**src/rtl/bomb_pkg.sv**
```systemverilog
`default_nettype none
// ============================================================================
//  Package   : bomb_pkg
//  Purpose   : Shared constants for the bomb-defusal game controller:
//              state encoding, register offsets, CTRL bit positions and
//              the strike LED thermometer helper.
//  Revision  : 1.0  initial release
// ============================================================================
package bomb_pkg;

    // Game state encoding (also the value read back from CTRL)
    localparam logic [1:0] ST_IDLE     = 2'd0;
    localparam logic [1:0] ST_ARMED    = 2'd1;
    localparam logic [1:0] ST_DEFUSED  = 2'd2;
    localparam logic [1:0] ST_EXPLODED = 2'd3;

    // Word offsets from the peripheral base address
    localparam logic [1:0] OFF_CTRL    = 2'd0;
    localparam logic [1:0] OFF_TIME    = 2'd1;
    localparam logic [1:0] OFF_STRIKES = 2'd2;
    localparam logic [1:0] OFF_SOLVED  = 2'd3;

    // CTRL write bit positions
    localparam int CTRL_ARM_BIT   = 0;
    localparam int CTRL_ABORT_BIT = 1;

    // Thermometer code of min(n,3) for the three strike LEDs
    function automatic logic [2:0] led_therm(input logic [7:0] n);
        logic [2:0] r;
        if (n >= 8'd3)      r = 3'b111;
        else if (n == 8'd2) r = 3'b011;
        else if (n == 8'd1) r = 3'b001;
        else                r = 3'b000;
        return r;
    endfunction

endpackage : bomb_pkg
`default_nettype wire

```
**src/rtl/sec_prescaler.sv**
```systemverilog
`default_nettype none
// ============================================================================
//  Module    : sec_prescaler
//  Purpose   : Free-running divider that counts 0..CLK_HZ-1 while enabled
//              and flags the terminal count, producing one tick per second.
//  Revision  : 1.0  initial release
// ============================================================================
module sec_prescaler #(
    parameter int CLK_HZ = 50000000
) (
    input  logic clk,
    input  logic rst,
    input  logic i_clr,
    input  logic i_en,
    output logic o_tick
);

    localparam int CW = (CLK_HZ > 1) ? $clog2(CLK_HZ) : 1;

    logic [CW-1:0] r_cnt;
    logic          w_tc;

    assign w_tc   = (r_cnt == CW'(CLK_HZ - 1));
    // A clear in the same cycle suppresses the tick so a dying count never fires
    assign o_tick = i_en && w_tc && !i_clr;

    // Count while enabled, wrap at terminal count, synchronous clear
    always_ff @(posedge clk) begin
        if (rst || i_clr) begin
            r_cnt <= '0;
        end else if (i_en) begin
            r_cnt <= w_tc ? '0 : r_cnt + CW'(1);
        end
    end

endmodule : sec_prescaler
`default_nettype wire

```
**src/rtl/bomb_game_ctrl.sv**
```systemverilog
`default_nettype none
// ============================================================================
//  Module    : bomb_game_ctrl
//  Purpose   : Central game sequencer. Owns the countdown, strike count and
//              game FSM, exposes them as a 4-word bus peripheral, drives the
//              timer display value and strike LEDs.
//  Revision  : 1.0  initial release
// ============================================================================
module bomb_game_ctrl
    import bomb_pkg::*;
#(
    parameter int          CLK_HZ       = 50000000,
    parameter int          MAX_STRIKES  = 3,
    parameter int          NUM_MODULES  = 4,
    parameter int          DEFAULT_SECS = 300,
    parameter logic [15:0] ADDR_BASE    = 16'hF330
) (
    input  logic                   clk,
    input  logic                   reset,
    input  logic                   en,
    input  logic                   we,
    input  logic [15:0]            addr,
    input  logic [15:0]            data,
    output logic [15:0]            q,
    input  logic [NUM_MODULES-1:0] strike_pulse,
    input  logic [NUM_MODULES-1:0] solved,
    output logic [15:0]            secs_left,
    output logic [2:0]             leds,
    output logic [1:0]             state,
    output logic                   tick
);

    // Strike counter width, and a sum wide enough to never wrap before saturation
    localparam int SW   = $clog2(MAX_STRIKES + 1);
    localparam int PW   = $clog2(NUM_MODULES + 1);
    localparam int SUMW = $clog2(MAX_STRIKES + NUM_MODULES + 1);

    logic [1:0]      r_state;
    logic [1:0]      w_state_next;
    logic [15:0]     r_secs;
    logic [SW-1:0]   r_strikes;
    logic [15:0]     r_q;

    logic [15:0]     w_off;
    logic            w_hit;
    logic [1:0]      w_reg;
    logic            w_wr;
    logic            w_abort;
    logic            w_arm;
    logic            w_time_wr;
    logic            w_strk_wr;
    logic [PW-1:0]   w_pop;
    logic [SUMW-1:0] w_sum;
    logic [SW-1:0]   w_strikes_sat;
    logic            w_explode;
    logic            w_tick;
    logic            w_psc_clr;
    logic            w_armed;
    logic [15:0]     w_rdata;

    // ---------------- bus decode ----------------
    assign w_off     = addr - ADDR_BASE;
    assign w_hit     = (w_off[15:2] == 14'd0);
    assign w_reg     = w_off[1:0];
    assign w_wr      = en && we && w_hit;
    assign w_abort   = w_wr && (w_reg == OFF_CTRL) && data[CTRL_ABORT_BIT];
    assign w_arm     = w_wr && (w_reg == OFF_CTRL) && data[CTRL_ARM_BIT] && !data[CTRL_ABORT_BIT];
    assign w_time_wr = w_wr && (w_reg == OFF_TIME);
    assign w_strk_wr = w_wr && (w_reg == OFF_STRIKES);

    // ---------------- strike accumulation ----------------
    // Number of modules reporting a strike this cycle
    always_comb begin
        w_pop = '0;
        for (int i = 0; i < NUM_MODULES; i++) begin
            w_pop = w_pop + PW'(strike_pulse[i]);
        end
    end

    assign w_sum         = SUMW'(r_strikes) + SUMW'(w_pop);
    assign w_strikes_sat = (w_sum >= SUMW'(MAX_STRIKES)) ? SW'(MAX_STRIKES) : SW'(w_sum);

    // ---------------- countdown prescaler ----------------
    assign w_armed   = (r_state == ST_ARMED);
    assign w_psc_clr = w_abort || !w_armed;

    sec_prescaler #(
        .CLK_HZ (CLK_HZ)
    ) u_sec_prescaler (
        .clk    (clk),
        .rst    (reset),
        .i_clr  (w_psc_clr),
        .i_en   (w_armed),
        .o_tick (w_tick)
    );

    assign w_explode = (w_strikes_sat == SW'(MAX_STRIKES)) || (w_tick && (r_secs == 16'd1));

    // ---------------- FSM ----------------
    // State register
    always_ff @(posedge clk) begin
        if (reset) r_state <= ST_IDLE;
        else       r_state <= w_state_next;
    end

    // Next-state logic; abort overrides everything, explosion beats defuse
    always_comb begin
        w_state_next = r_state;
        case (r_state)
            ST_IDLE: begin
                if (w_arm && (r_secs != 16'd0)) w_state_next = ST_ARMED;
            end
            ST_ARMED: begin
                if (w_explode)   w_state_next = ST_EXPLODED;
                else if (&solved) w_state_next = ST_DEFUSED;
            end
            default: w_state_next = r_state;
        endcase
        if (w_abort) w_state_next = ST_IDLE;
    end

    // FSM-facing outputs
    always_comb begin
        state     = r_state;
        tick      = w_tick;
        secs_left = r_secs;
        leds      = led_therm(8'(r_strikes));
    end

    // ---------------- datapath ----------------
    // Countdown and strike count: loaded in IDLE, updated in ARMED, frozen otherwise
    always_ff @(posedge clk) begin
        if (reset || w_abort) begin
            r_secs    <= 16'(DEFAULT_SECS);
            r_strikes <= '0;
        end else begin
            case (r_state)
                ST_IDLE: begin
                    if (w_time_wr) r_secs    <= data;
                    if (w_strk_wr) r_strikes <= '0;
                end
                ST_ARMED: begin
                    r_strikes <= w_strikes_sat;
                    if (w_tick) r_secs <= r_secs - 16'd1;
                end
                default: begin
                    r_secs    <= r_secs;
                    r_strikes <= r_strikes;
                end
            endcase
        end
    end

    // ---------------- read path ----------------
    // Read mux; unmapped addresses return zero
    always_comb begin
        w_rdata = '0;
        if (w_hit) begin
            case (w_reg)
                OFF_CTRL:    w_rdata = {14'd0, r_state};
                OFF_TIME:    w_rdata = r_secs;
                OFF_STRIKES: w_rdata = 16'(r_strikes);
                default:     w_rdata = 16'(solved);
            endcase
        end
    end

    // Registered read data, refreshed on every enabled bus cycle
    always_ff @(posedge clk) begin
        if (reset)   r_q <= '0;
        else if (en) r_q <= w_rdata;
    end

    assign q = r_q;

endmodule : bomb_game_ctrl
`default_nettype wire

```
**config.mk**
```make
export PLATFORM = sky130hd
export DESIGN_NAME = bomb_game_ctrl
export DESIGN_NICKNAME = d
export VERILOG_FILES = /design/src/rtl/bomb_pkg.sv /design/src/rtl/sec_prescaler.sv /design/src/rtl/bomb_game_ctrl.sv
export SDC_FILE = /design/constraint.sdc
export NUM_CORES = 1
export LEC_CHECK = 0
export ABC_AREA = 1
export BUFFER_PORTS_ARGS = -buffer_cell sky130_fd_sc_hd__buf_4
export CAP_MARGIN = 20
export CORE_MARGIN = 2
export CORE_UTILIZATION = 50
export CTS_CLUSTER_DIAMETER = 200
export DETAILED_ROUTE_END_ITERATION = 16
export PLACE_DENSITY = 0.75
export SYNTH_ARGS = -nofsm -noshare
export SYNTH_HDL_FRONTEND = slang
export SYNTH_SLANG_ARGS = --single-unit
```
**constraint.sdc**
```tcl
create_clock -name clk -period 4.85 [get_ports clk]
set_clock_uncertainty 0.2 [all_clocks]
set_input_delay 0.2425 -clock clk [delete_from_list [all_inputs] [get_ports clk]]
set_output_delay 0.2425 -clock clk [all_outputs]
set_load 0.02 [all_outputs]
```
==> Word-level counts from Yosys, hierarchy flattened <==
Index checks and enable logic that the tools add are counted.
{ "totals": {"regBits": 62, "inputBits": 44, "output_inout_bits": 38, "wordCells": 72} }
{ "op_classes": {"addsub": 7, "order_cmp": 2, "eq_ne": 13, "mux": 16, "reduce_logical": 29} }
{ "ops": {"columns": ["cell", "count"], "rows": [
  ["$mux W16", 3],
  ["$pmux W16 S3", 1],
  ["$pmux W16 S2", 1],
  ["$add A26 B1 Y26 const B", 1],
  ["$eq A26 B26 Y1 const B", 1],
  ["$mux W26", 1],
  ["$eq A16 B1 Y1 const B", 1],
  ["$reduce_bool A16 Y1", 1],
  ["$sub A16 B1 Y16 const B", 1],
  ["$sub A16 B16 Y16 const B", 1],
  ["$logic_not A14 Y1", 1],
  ["$logic_and A1 B1 Y1", 12],
  ["$mux W2", 6],
  ["$ne A2 B2 Y1 const B", 4],
  ["$pmux W2 S2", 2],
  ["$eq A2 B1 Y1 const B", 3],
  ["$eq A2 B2 Y1 const B", 3],
  ["$reduce_and A3 Y1", 2],
  ["$logic_not A2 Y1", 2],
  ["$logic_or A1 B1 Y1", 4],
  ["$reduce_and A4 Y1", 1],
  ["$add A2 B1 Y3", 1],
  ["$add A2 B3 Y3", 1],
  ["$add A3 B1 Y3", 1],
  ["other kinds (10)", 12]
]} }

==> Depth between registers and ports, before layout <==
Gate-level depths: netlist (run 1).
{ "logic_depth": {"ltp_word": 12, "mapped_depth": 14, "depth_no_buf": 13} }

==> Cells and area by module <==
Synthesis (run 1) repeated with hierarchy kept, for this count alone.
{ "hier_totals": {"cells_unflattened": 587, "area_unflattened_um2": 3779.9} }
{ "by_module_without_submodules": {"columns": ["module", "n_inst", "cells_per_inst", "area_each_um2", "seq_area_each_um2"], "rows": [
  ["bomb_game_ctrl", 1, 357, 2248.4, 720.7],
  ["sec_prescaler", 1, 230, 1531.5, 520.5]
]} }

==> Least setup slack after synthesis (run 1) <==
OpenSTA, ideal clock, no wires.
{ "synth_path": {"kind": "in2reg", "from": "in strike_pulse[0]", "to": "reg r_state[0], in the netlist state[0]", "setup_time_ps": 71, "arrival_time_ps": 2205, "required_ps": 4579, "slack_ps": 2373, "cell_stages": 12, "path_buffers": 0, "path_cell_list": "fa_1 > inv_1 > fa_1 > inv_1 > fa_1 > nor2_1 > nor2_1 > nor2_1 > nand3_1 > nand2_1 > nand2_1 > a21oi_1"} }
{ "synth_between": {"elab_chain_len": 10, "word_cells_on_any_way": 12, "cone_classes": "add/sub: 4; order compare: 1; eq/ne: 2; mux: 3; reduce/logical: 2"} }
{ "synth_rtl": {"columns": ["element", "line_no", "rtl"], "rows": [
  ["start, declared", "bomb_game_ctrl.sv:25", "input logic [NUM_MODULES-1:0] strike_pulse,"],
  ["$add A1 B1 Y2 *", "bomb_game_ctrl.sv:76", "w_pop = w_pop + PW'(strike_pulse[i]);"],
  ["$add A2 B1 Y3 *", "bomb_game_ctrl.sv:76", null],
  ["$add A3 B1 Y3 *", "bomb_game_ctrl.sv:76", null],
  ["$add A2 B3 Y3 *", "bomb_game_ctrl.sv:80", "assign w_sum = SUMW'(r_strikes) + SUMW'(w_pop);"],
  ["$ge A3 B2 Y1", "bomb_game_ctrl.sv:81", "assign w_strikes_sat = (w_sum >= SUMW'(MAX_STRIKES)) ? SW'(MAX_STRIKES) : SW'(w_sum);"],
  ["$mux W2 *", "bomb_game_ctrl.sv:81", null],
  ["$eq A2 B2 Y1 *", "bomb_game_ctrl.sv:97", "assign w_explode = (w_strikes_sat == SW'(MAX_STRIKES)) || (w_tick && (r_secs == 16'd1));"],
  ["$logic_or A1 B1 Y1 *", "bomb_game_ctrl.sv:97", null],
  ["$ne A3 B3 Y1 (no source line) / $mux W2 (equally long branches)", null, null],
  ["$reduce_and A3 Y1 (no source line) / $pmux W2 S2 (equally long branches)", null, null],
  ["end signal, assigned", "bomb_game_ctrl.sv:103", "else r_state <= w_state_next;"],
  ["end, declared", "bomb_game_ctrl.sv:38", "logic [1:0] r_state;"]
]} }
Every way passes the cells marked *; elsewhere a longest branch is shown, timed or not.
A chain may end at the register's enable or synchronous reset.

==> Worst setup path after layout (run 1) <==
{ "layout_path": {"from": "reg r_state[0], in the netlist state[0]", "to": "reg r_secs[15], in the netlist secs_left[15]"} }
{ "layout_between": {"elab_chain_len": 7, "word_cells_on_any_way": 12, "cone_classes": "eq/ne: 3; mux: 1; reduce/logical: 8"} }
{ "layout_rtl": {"columns": ["element", "line_no", "rtl"], "rows": [
  ["$eq A2 B1 Y1", "bomb_game_ctrl.sv:84, bomb_game_ctrl.sv:137", null],
  ["$logic_not A1 Y1", "bomb_game_ctrl.sv:85", "assign w_psc_clr = w_abort || !w_armed;"],
  ["$logic_or A1 B1 Y1", "bomb_game_ctrl.sv:85", null],
  ["$logic_not A1 Y1", "sec_prescaler.sv:25", "assign o_tick = i_en && w_tc && !i_clr;"],
  ["$logic_and A1 B1 Y1", "sec_prescaler.sv:25", null],
  ["$ne A2 B2 Y1 (no source line)", null, null],
  ["$reduce_and A3 Y1 (no source line)", null, null],
  ["end signal, assigned", "bomb_game_ctrl.sv:134", "r_secs <= 16'(DEFAULT_SECS);"],
  ["end signal, assigned", "bomb_game_ctrl.sv:139", "if (w_time_wr) r_secs <= data;"],
  ["end signal, assigned", "bomb_game_ctrl.sv:144", "if (w_tick) r_secs <= r_secs - 16'd1;"],
  ["end, declared", "bomb_game_ctrl.sv:40", "logic [15:0] r_secs;"]
]} }
Parallel ways exist; a longest one is shown, timed or not.

==> flow_summary.yaml, run 1 <==
layout:
  layout-area-overhead-vs-synth_pct: 24.49
  post-route-cell-area_sq_um: 4299
  antenna_cells_inserted: 0
  layout.nets: 644
  fin_util: 0.6363
  drive_gt1_frac: 0.2140
placed_design:
  dp_hpwl_mm: 6.514
  postPlaceCellArea_sq_um: 4080
  gpl.final_weighted_congestion: 0.9522
  io_buffers: 81
pwr:
  ir_drop_worst_vdd_mv: 0.2304
  cellLeakagePower_nw: 1.784
  post-layout-total-power_mw: 1.109
  power_density_nw_per_um2: 257.8
clocking:
  cts-root-to-sink-buffers: 2
  postCtsSetupBuffers: 0
  worstSkewPairLatency_ns: 0.35
  clock_pin_slew_on_the_worst_setup_and_hold_paths_ns: 0.08
  cts_tree: "yes"
  number_of_buffers_created_by_cts: 9
  numClockSinks: 62
  clock_tree.root_cell: "clkbuf_8"
  htree_levels: 3
routing:
  route.antenna.remaining_nets: 0
  drt_wl_total_mm: 8.701
  drtIter0Drc: 236
  detail_route.drc_violations: 0
  drt_pass1_iterations: 5
  vias: 3574
  wire_per_inst_microns: 12.83
  vias_per_cell: 5.271
setup_path:
  startpoint_class_of_the_critical_path: "register"
  critical_path.endpoint_type: "register"
  rrSetupSlack_ns: 2.14
  worst-r2r-cell-count: 10
  worst_ep_arrival_time_ns: 2.72
  crit_start: "state[0]"
  worstPathRequired_ns: 4.86
  worst_setup_path_endpoint: "secs_left[15]"
  crit_path_top_delay_cell: "dfxtp_1"
  critical_path.cell_chain: "inv_1 > nor2_2 > buf_4 > inv_2 > nor2_2 > nand2_1 > nand2_2 > inv_1 > o21ai_0 > a21oi_1"
  largest_stage_delay_worst_path_ns: 0.42
  critical_path.max_fanout: 30
  end_of_the_worst_register_to_register_path: "secs_left[15]"
  crit-reg2reg-launch: "state[0]"
  worst-setup-path-type: "reg2reg"
yosys:
  synthesis.area_per_instance_sq_um: 6.719
  net_count_of_the_mapped_netlist: 564
  seq_area_frac_synth: 0.3594
  post_synth_num_cell_types: 40
  synth.cell_area_sq_um: 3453
  synthFlopType: "dfxtp_1"
  yosys_warnings: 0
  post_synthesis_register_bit_count: 62
  ys_async_sr_fraction: 0
  synthesis.instances: 514
  synth_edf_count: 0
die:
  design.die.area_sq_um: 7587
  floorplan.rows: 30
  top_level_ports: 82
  die_y_microns: 87.11
  core_area_sq_um: 6756
  floorplan.initialDensity: 0.5111
  die-width_microns: 87.11
global_route:
  grt_usage: 0.2381
  grt_start_max_net_pins: 31
  antenna_found_initial: 0
  grt_pass1_vias: 3329
  gr-total-overflow: 0
  grt_pass1_wl_mm: 14.52
sta:
  report.final.slew_viol_count: 0
  fin_crit_ns: 2.707
  total_negative_slack_ns: 0
  number_of_setup_violations_in_the_final_report: 0
  maxClockFrequency_ghz: 0.3694
  rsz0062_at_grt: "false"
  max_slew.worst_pin.slew_ns: 0.9195
  hold_viol: 0
  rel_slew_slack: 0.3847
  layout_worst_path_cycle_share: 0.5582
outcome:
  status: "finished clean"
min_path:
  holdCritPathClass: "in2reg"
flow_run:
  number_of_violations_of_the_max_capacitance_limit: 0
-- cell type report --
class,instances,area (sq um)
fill,614,2457
tap,80,100.1
clock inverter,4,47.55
clock buffer,11,141.4
inverter,64,240.2
multi-input combinational,372,1883
timing repair buffer,85,645.6
sequential,62,1241
-- metal layers --
layer  track usage  up-vias  routed length, microns
met2        0.4018      119                    4250
met4        0.1175        0                     235
met5             0        -                       0
met3       0.06161       26                     550
li1              -     1818                       -
met1        0.2798     1611                    3665
-- how the worst min path moves through the flow --
stage,slack (ns),cells past startpoint,start,to
2_1_floorplan,0.11,1,reset,q[2]
3_3_place_gp,0.23,1,u_sec_prescaler.r_cnt[0],u_sec_prescaler.r_cnt[0]
3_5_place_dp,0.24,1,u_sec_prescaler.r_cnt[0],u_sec_prescaler.r_cnt[0]
4_1_cts,0.02,5,data[3],secs_left[3]
5_1_grt,0.05,5,data[3],secs_left[3]
6_report,0.03,5,data[3],secs_left[3]
-- cells in the final DEF (no fill, tap or decap), drive strengths merged --
cell type,synthesis,final
nor4,4,4
bufinv,0,1
xnor2,5,5
nand3b,3,3
o221ai,1,1
dfxtp,62,62
clkbuf,5,11
nor3b,3,3
clkinvlp,0,1
nand4,3,3
o211ai,4,4
nor3,16,16
dlygate4sd3,0,3
nor2,78,78
xor2,5,5
o21ai,27,27
inv,64,64
or2,4,4
nand2,122,122
o31ai,1,1
a31oi,3,3
a21oi,41,41
nand3,38,38
ha,3,3
clkinv,0,2
a221oi,2,2
o21a,1,1
o22ai,5,5
buf,11,82
fa,3,3
-- synthesized netlist by cell type, types with 2 or more instances --
| master | instances | area [sq um] |
|---|---|---|
| xor2_1 | 5 | 43.79 |
| nand2_2 | 3 | 18.77 |
| a31oi_1 | 3 | 18.77 |
| o21ai_1 | 2 | 10.01 |
| clkbuf_1 | 5 | 18.77 |
| nand3_2 | 2 | 20.02 |
| o21ai_0 | 25 | 125.1 |
| nand3_1 | 36 | 180.2 |
| fa_1 | 3 | 60.06 |
| a21oi_2 | 2 | 17.52 |
| o211ai_1 | 4 | 30.03 |
| inv_2 | 6 | 22.52 |
| nor4_1 | 2 | 12.51 |
| nand4_1 | 2 | 12.51 |
| nand3b_1 | 3 | 22.52 |
| dfxtp_1 | 62 | 1241 |
| nor2_1 | 69 | 259.0 |
| nor3_1 | 14 | 70.07 |
| nor2_2 | 7 | 43.79 |
| nand2_1 | 119 | 446.7 |
| or2_2 | 4 | 25.02 |
| buf_2 | 7 | 35.03 |
| xnor2_1 | 5 | 43.79 |
| a21oi_1 | 39 | 195.2 |
| ha_1 | 3 | 37.54 |
| nor3_4 | 2 | 32.53 |
| a221oi_1 | 2 | 17.52 |
| o22ai_1 | 5 | 31.28 |
| nor4_2 | 2 | 25.02 |
| nor2_4 | 2 | 22.52 |
| inv_1 | 58 | 217.7 |
| nor3b_1 | 3 | 22.52 |
-- stage by stage --
step / instances / hold slack [ns] / setup WS, ns
2_1_floorplan: 514 / 0.1116 / 2.373
3_3_place_gp: 660 / 0.2279 / 2.117
3_5_place_dp: 660 / 0.2391 / 2.085
4_1_cts: 678 / 0.02081 / 2.150
5_1_grt: 678 / 0.04522 / 1.848
6_report: 678 / 0.03025 / 2.143
-- worst max-delay path: cells and delay by family, from the launching register on --
| kind | cells | cell delay [ns] |
|---|---|---|
| AOI/OAI and AO/OA | 2 | 0.31 |
| buffers and inverters | 4 | 0.97 |
| DFF | 1 | 0.42 |
| and+or+nand+nor | 4 | 0.67 |
-- power breakdown --
part / total, mW / internal [mW] / leakage [nW] / switching (mW)
logic: 0.146 / 0.0586 / 1.19 / 0.0869
registers: 0.521 / 0.515 / 0.500 / 0.00641
clock network: 0.442 / 0.247 / 0.0952 / 0.195
total: 1.11 / 0.820 / 1.78 / 0.289
-- flip-flops by register name, indices dropped and copies added (netlist names) --
name                   cells
q                         16
r_strikes                  2
secs_left                 16
state                      2
u_sec_prescaler.r_cnt     26
-- kinds of logic (layout without fill, tap and decap cells) --
kind of cell             Yosys count  after routing  synth area share
AO/OA/AOI/OAI                     85             85            0.1359
XOR/XNOR                          10             10           0.02536
adder cells (fa/ha/maj)            6              6           0.02826
buffers and inverters             80            164           0.09601
flip-flops                        62             62            0.3594
AND/OR/NAND/NOR                  271            271            0.3551
-- what timing repair did --
action                     CTS  global route
hold endpoints to repair    17             0
setup endpoints to repair    0             0
hold buffers                 3             0
resized for setup            0             0
Note: power is estimated with default switching activity, not from simulation.
==> run 2: changes to the inputs <==
Clock period 4.85 ns to 2.8 ns, I/O delays scaled along.
==> run 2 against run 1 <==
  * Worst setup slack got worse by 1.6 ns
  * Die area did not move
  * Combinational power is 88% higher
  * Register-to-register slack got worse by 1.6 ns
  * Wire length is 2.2% higher
  * Largest power group unchanged
  * Cell count grew 3.1%
  * Clock-buffer cell count down 1
  * Final area is 4.3% higher
  * Global-route usage is 0.56 points higher
  * Sequential share of layout area down 1.2 points
  * Critical path depth is 3 higher
==> flow_summary.yaml, run 2 (synthesis gave the netlist of run 1 again) <==
outcome:
  status: "finished clean"
clocking:
  numClockSinks: 62
  clock_pin_slew_on_the_worst_setup_and_hold_paths_ns: 0.07
  worstSkewPairLatency_ns: 0.34
  number_of_buffers_created_by_cts: 9
  clock_tree.root_cell: "clkbuf_8"
  cts-root-to-sink-buffers: 2
  htree_levels: 3
  postCtsSetupBuffers: 0
  cts_tree: "yes"
pwr:
  power_density_nw_per_um2: 434.7
  netSwitchingPower_mw: 0.5287
  ir_drop_worst_vdd_mv: 0.2424
  comb_power_share: 0.141
  p_sw_frac: 0.2712
  internal_power_mw: 1.420
  p_seq_frac: 0.463
  clockPowerShare: 0.396
  cellLeakagePower_nw: 1.875
routing:
  drt_wl_total_mm: 8.892
  drt_pass1_iterations: 5
  topRoutingLayerUsed: "met4"
  vias: 3633
  wire_per_inst_microns: 12.72
  routedLengthMet1_mm: 3.869
  drtIter0Drc: 175
  route.antenna.remaining_nets: 0
  vias_per_cell: 5.197
  detail_route.drc_violations: 0
  routed-wl-met3_microns: 538
  met2_wirelength_mm: 4.330
placed_design:
  io_buffers: 81
  postPlaceCellArea_sq_um: 4125
  dp_hpwl_mm: 6.599
  gpl.final_weighted_congestion: 0.8932
  place.detailed.instances: 666
setup_path:
  worstPathRequired_ns: 2.88
  largest_stage_delay_worst_path_ns: 0.53
  crit_family: "adder cells"
  worst_ep_arrival_time_ns: 2.36
  critical_path.max_fanout: 2
  critical_path.cell_chain: "buf_4 > fa_1 > inv_1 > fa_1 > inv_1 > fa_1 > nor2_1 > nor2_1 > nor2_1 > nand3_1 > nand2_1 > nand2_1 > a21oi_1"
  crit_path_top_delay_cell: "fa_1"
  startpoint_class_of_the_critical_path: "primary input"
  worst-setup-path-type: "in2reg"
  number_of_buffers_and_inverters_on_the_critical_path: 3
  critical_path.endpoint_type: "register"
die:
  die-width_microns: 87.11
  core_area_sq_um: 6756
  floorplan.rows: 30
  design.die.area_sq_um: 7587
  top_level_ports: 82
  die_y_microns: 87.11
  floorplan.initialDensity: 0.5111
sta:
  maxClockFrequency_ghz: 0.4375
  number_of_setup_violations_in_the_final_report: 0
  fin_crit_ns: 2.285
  max_slew.worst_pin.slew_ns: 0.4118
  report.final.slew_viol_count: 0
  hold_ws_ns: 0.02324
  rsz0062_at_grt: "false"
  layout_worst_path_cycle_share: 0.8162
  rel_slew_slack: 0.7252
  hold_viol: 0
  total_negative_slack_ns: 0
layout:
  layout-area-overhead-vs-synth_pct: 29.86
  post-route-cell-area_sq_um: 4484
  drive_gt1_frac: 0.2181
  most-common-layout-cells: "nand2_1, buf_4, nor2_1"
  layout.nets: 664
  finish.cell_count_without_fillers: 699
  commonest_non_fill_non_tap_cell_in_the_layout: "nand2_1"
  largest_register: "u_sec_prescaler.r_cnt"
  antenna_cells_inserted: 0
  largest_reg_flops: 26
global_route:
  antenna_found_initial: 0
  gr-total-overflow: 0
  grt_start_max_net_pins: 27
  grt_usage: 0.2438
  grt_pass1_vias: 3336
  grt_pass1_wl_mm: 14.79
flow_run:
  number_of_violations_of_the_max_capacitance_limit: 0
min_path:
  holdCritPathClass: "in2reg"
## run 2: cell types whose count changed in the layout (fill, tap and decap cells not counted), sizes merged
cell         previous run  this run
clkbuf                 11        10
clkinv                  2         3
inv                    64        65
dlygate4sd3             3        17
buf                    82        88
## run 2: layer usage
| layer | up-vias | track usage |
|---|---|---|
| li1 | 1861 | - |
| met2 | 116 | 0.4192 |
| met1 | 1640 | 0.3042 |
| met4 | 0 | 0.09231 |
| met3 | 16 | 0.04265 |
| met5 | - | 0 |
## run 2: path summary, 6_finish.rpt
check | from | endpoint | slack (ns) | depth (start not counted)
max reg2reg | r_strikes[0] | state[0] | 0.54 | 11
min | data[14] | secs_left[14] | 0.02 | 5
max | strike_pulse[0] | state[0] | 0.51 | 13
min reg2reg | u_sec_prescaler.r_cnt[0] | u_sec_prescaler.r_cnt[0] | 0.25 | 1
## run 2: layout make-up
type / count / area [sq um]
Clock buffer: 10 / 127.6
Clock inverter: 6 / 61.31
Fill cell: 611 / 2272
Inverter: 64 / 240.2
Multi-Input combinational cell: 372 / 1883
Sequential cell: 62 / 1241
Tap cell: 80 / 100.1
Timing Repair Buffer: 105 / 830.8
## run 2: repair_timing
action / in CTS / in global routing
hold endpoints to repair: 29 / 0
hold buffers: 17 / 0
resized for setup: 0 / 0
## run 2: worst min-delay path, stage by stage
cell and delay, ns:
buf_4 0.11, nand2_1 0.05, o21ai_0 0.09, nand3_2 0.09
a21oi_2 0.05
## run 2: power groups by stage
stage	registers [mW]	logic, mW	clock network [mW]
floorplan	0.926	0.145	0
global placement	0.922	0.249	0
detailed placement	0.922	0.254	0
CTS	0.901	0.275	0.791
global route	0.903	0.304	0.820
finish	0.902	0.275	0.772
## run 2: through the flow
stage / setup WS (ns) / util / power, mW
after floorplan: 0.4258 / - / 1.071
after global placement: 0.2464 / 0.6106 / 1.171
after detailed placement: 0.1600 / 0.6106 / 1.176
after CTS: 0.5312 / 0.6637 / 1.967
after global routing: 0.3914 / 0.6637 / 2.027
final: 0.5145 / 0.6637 / 1.949
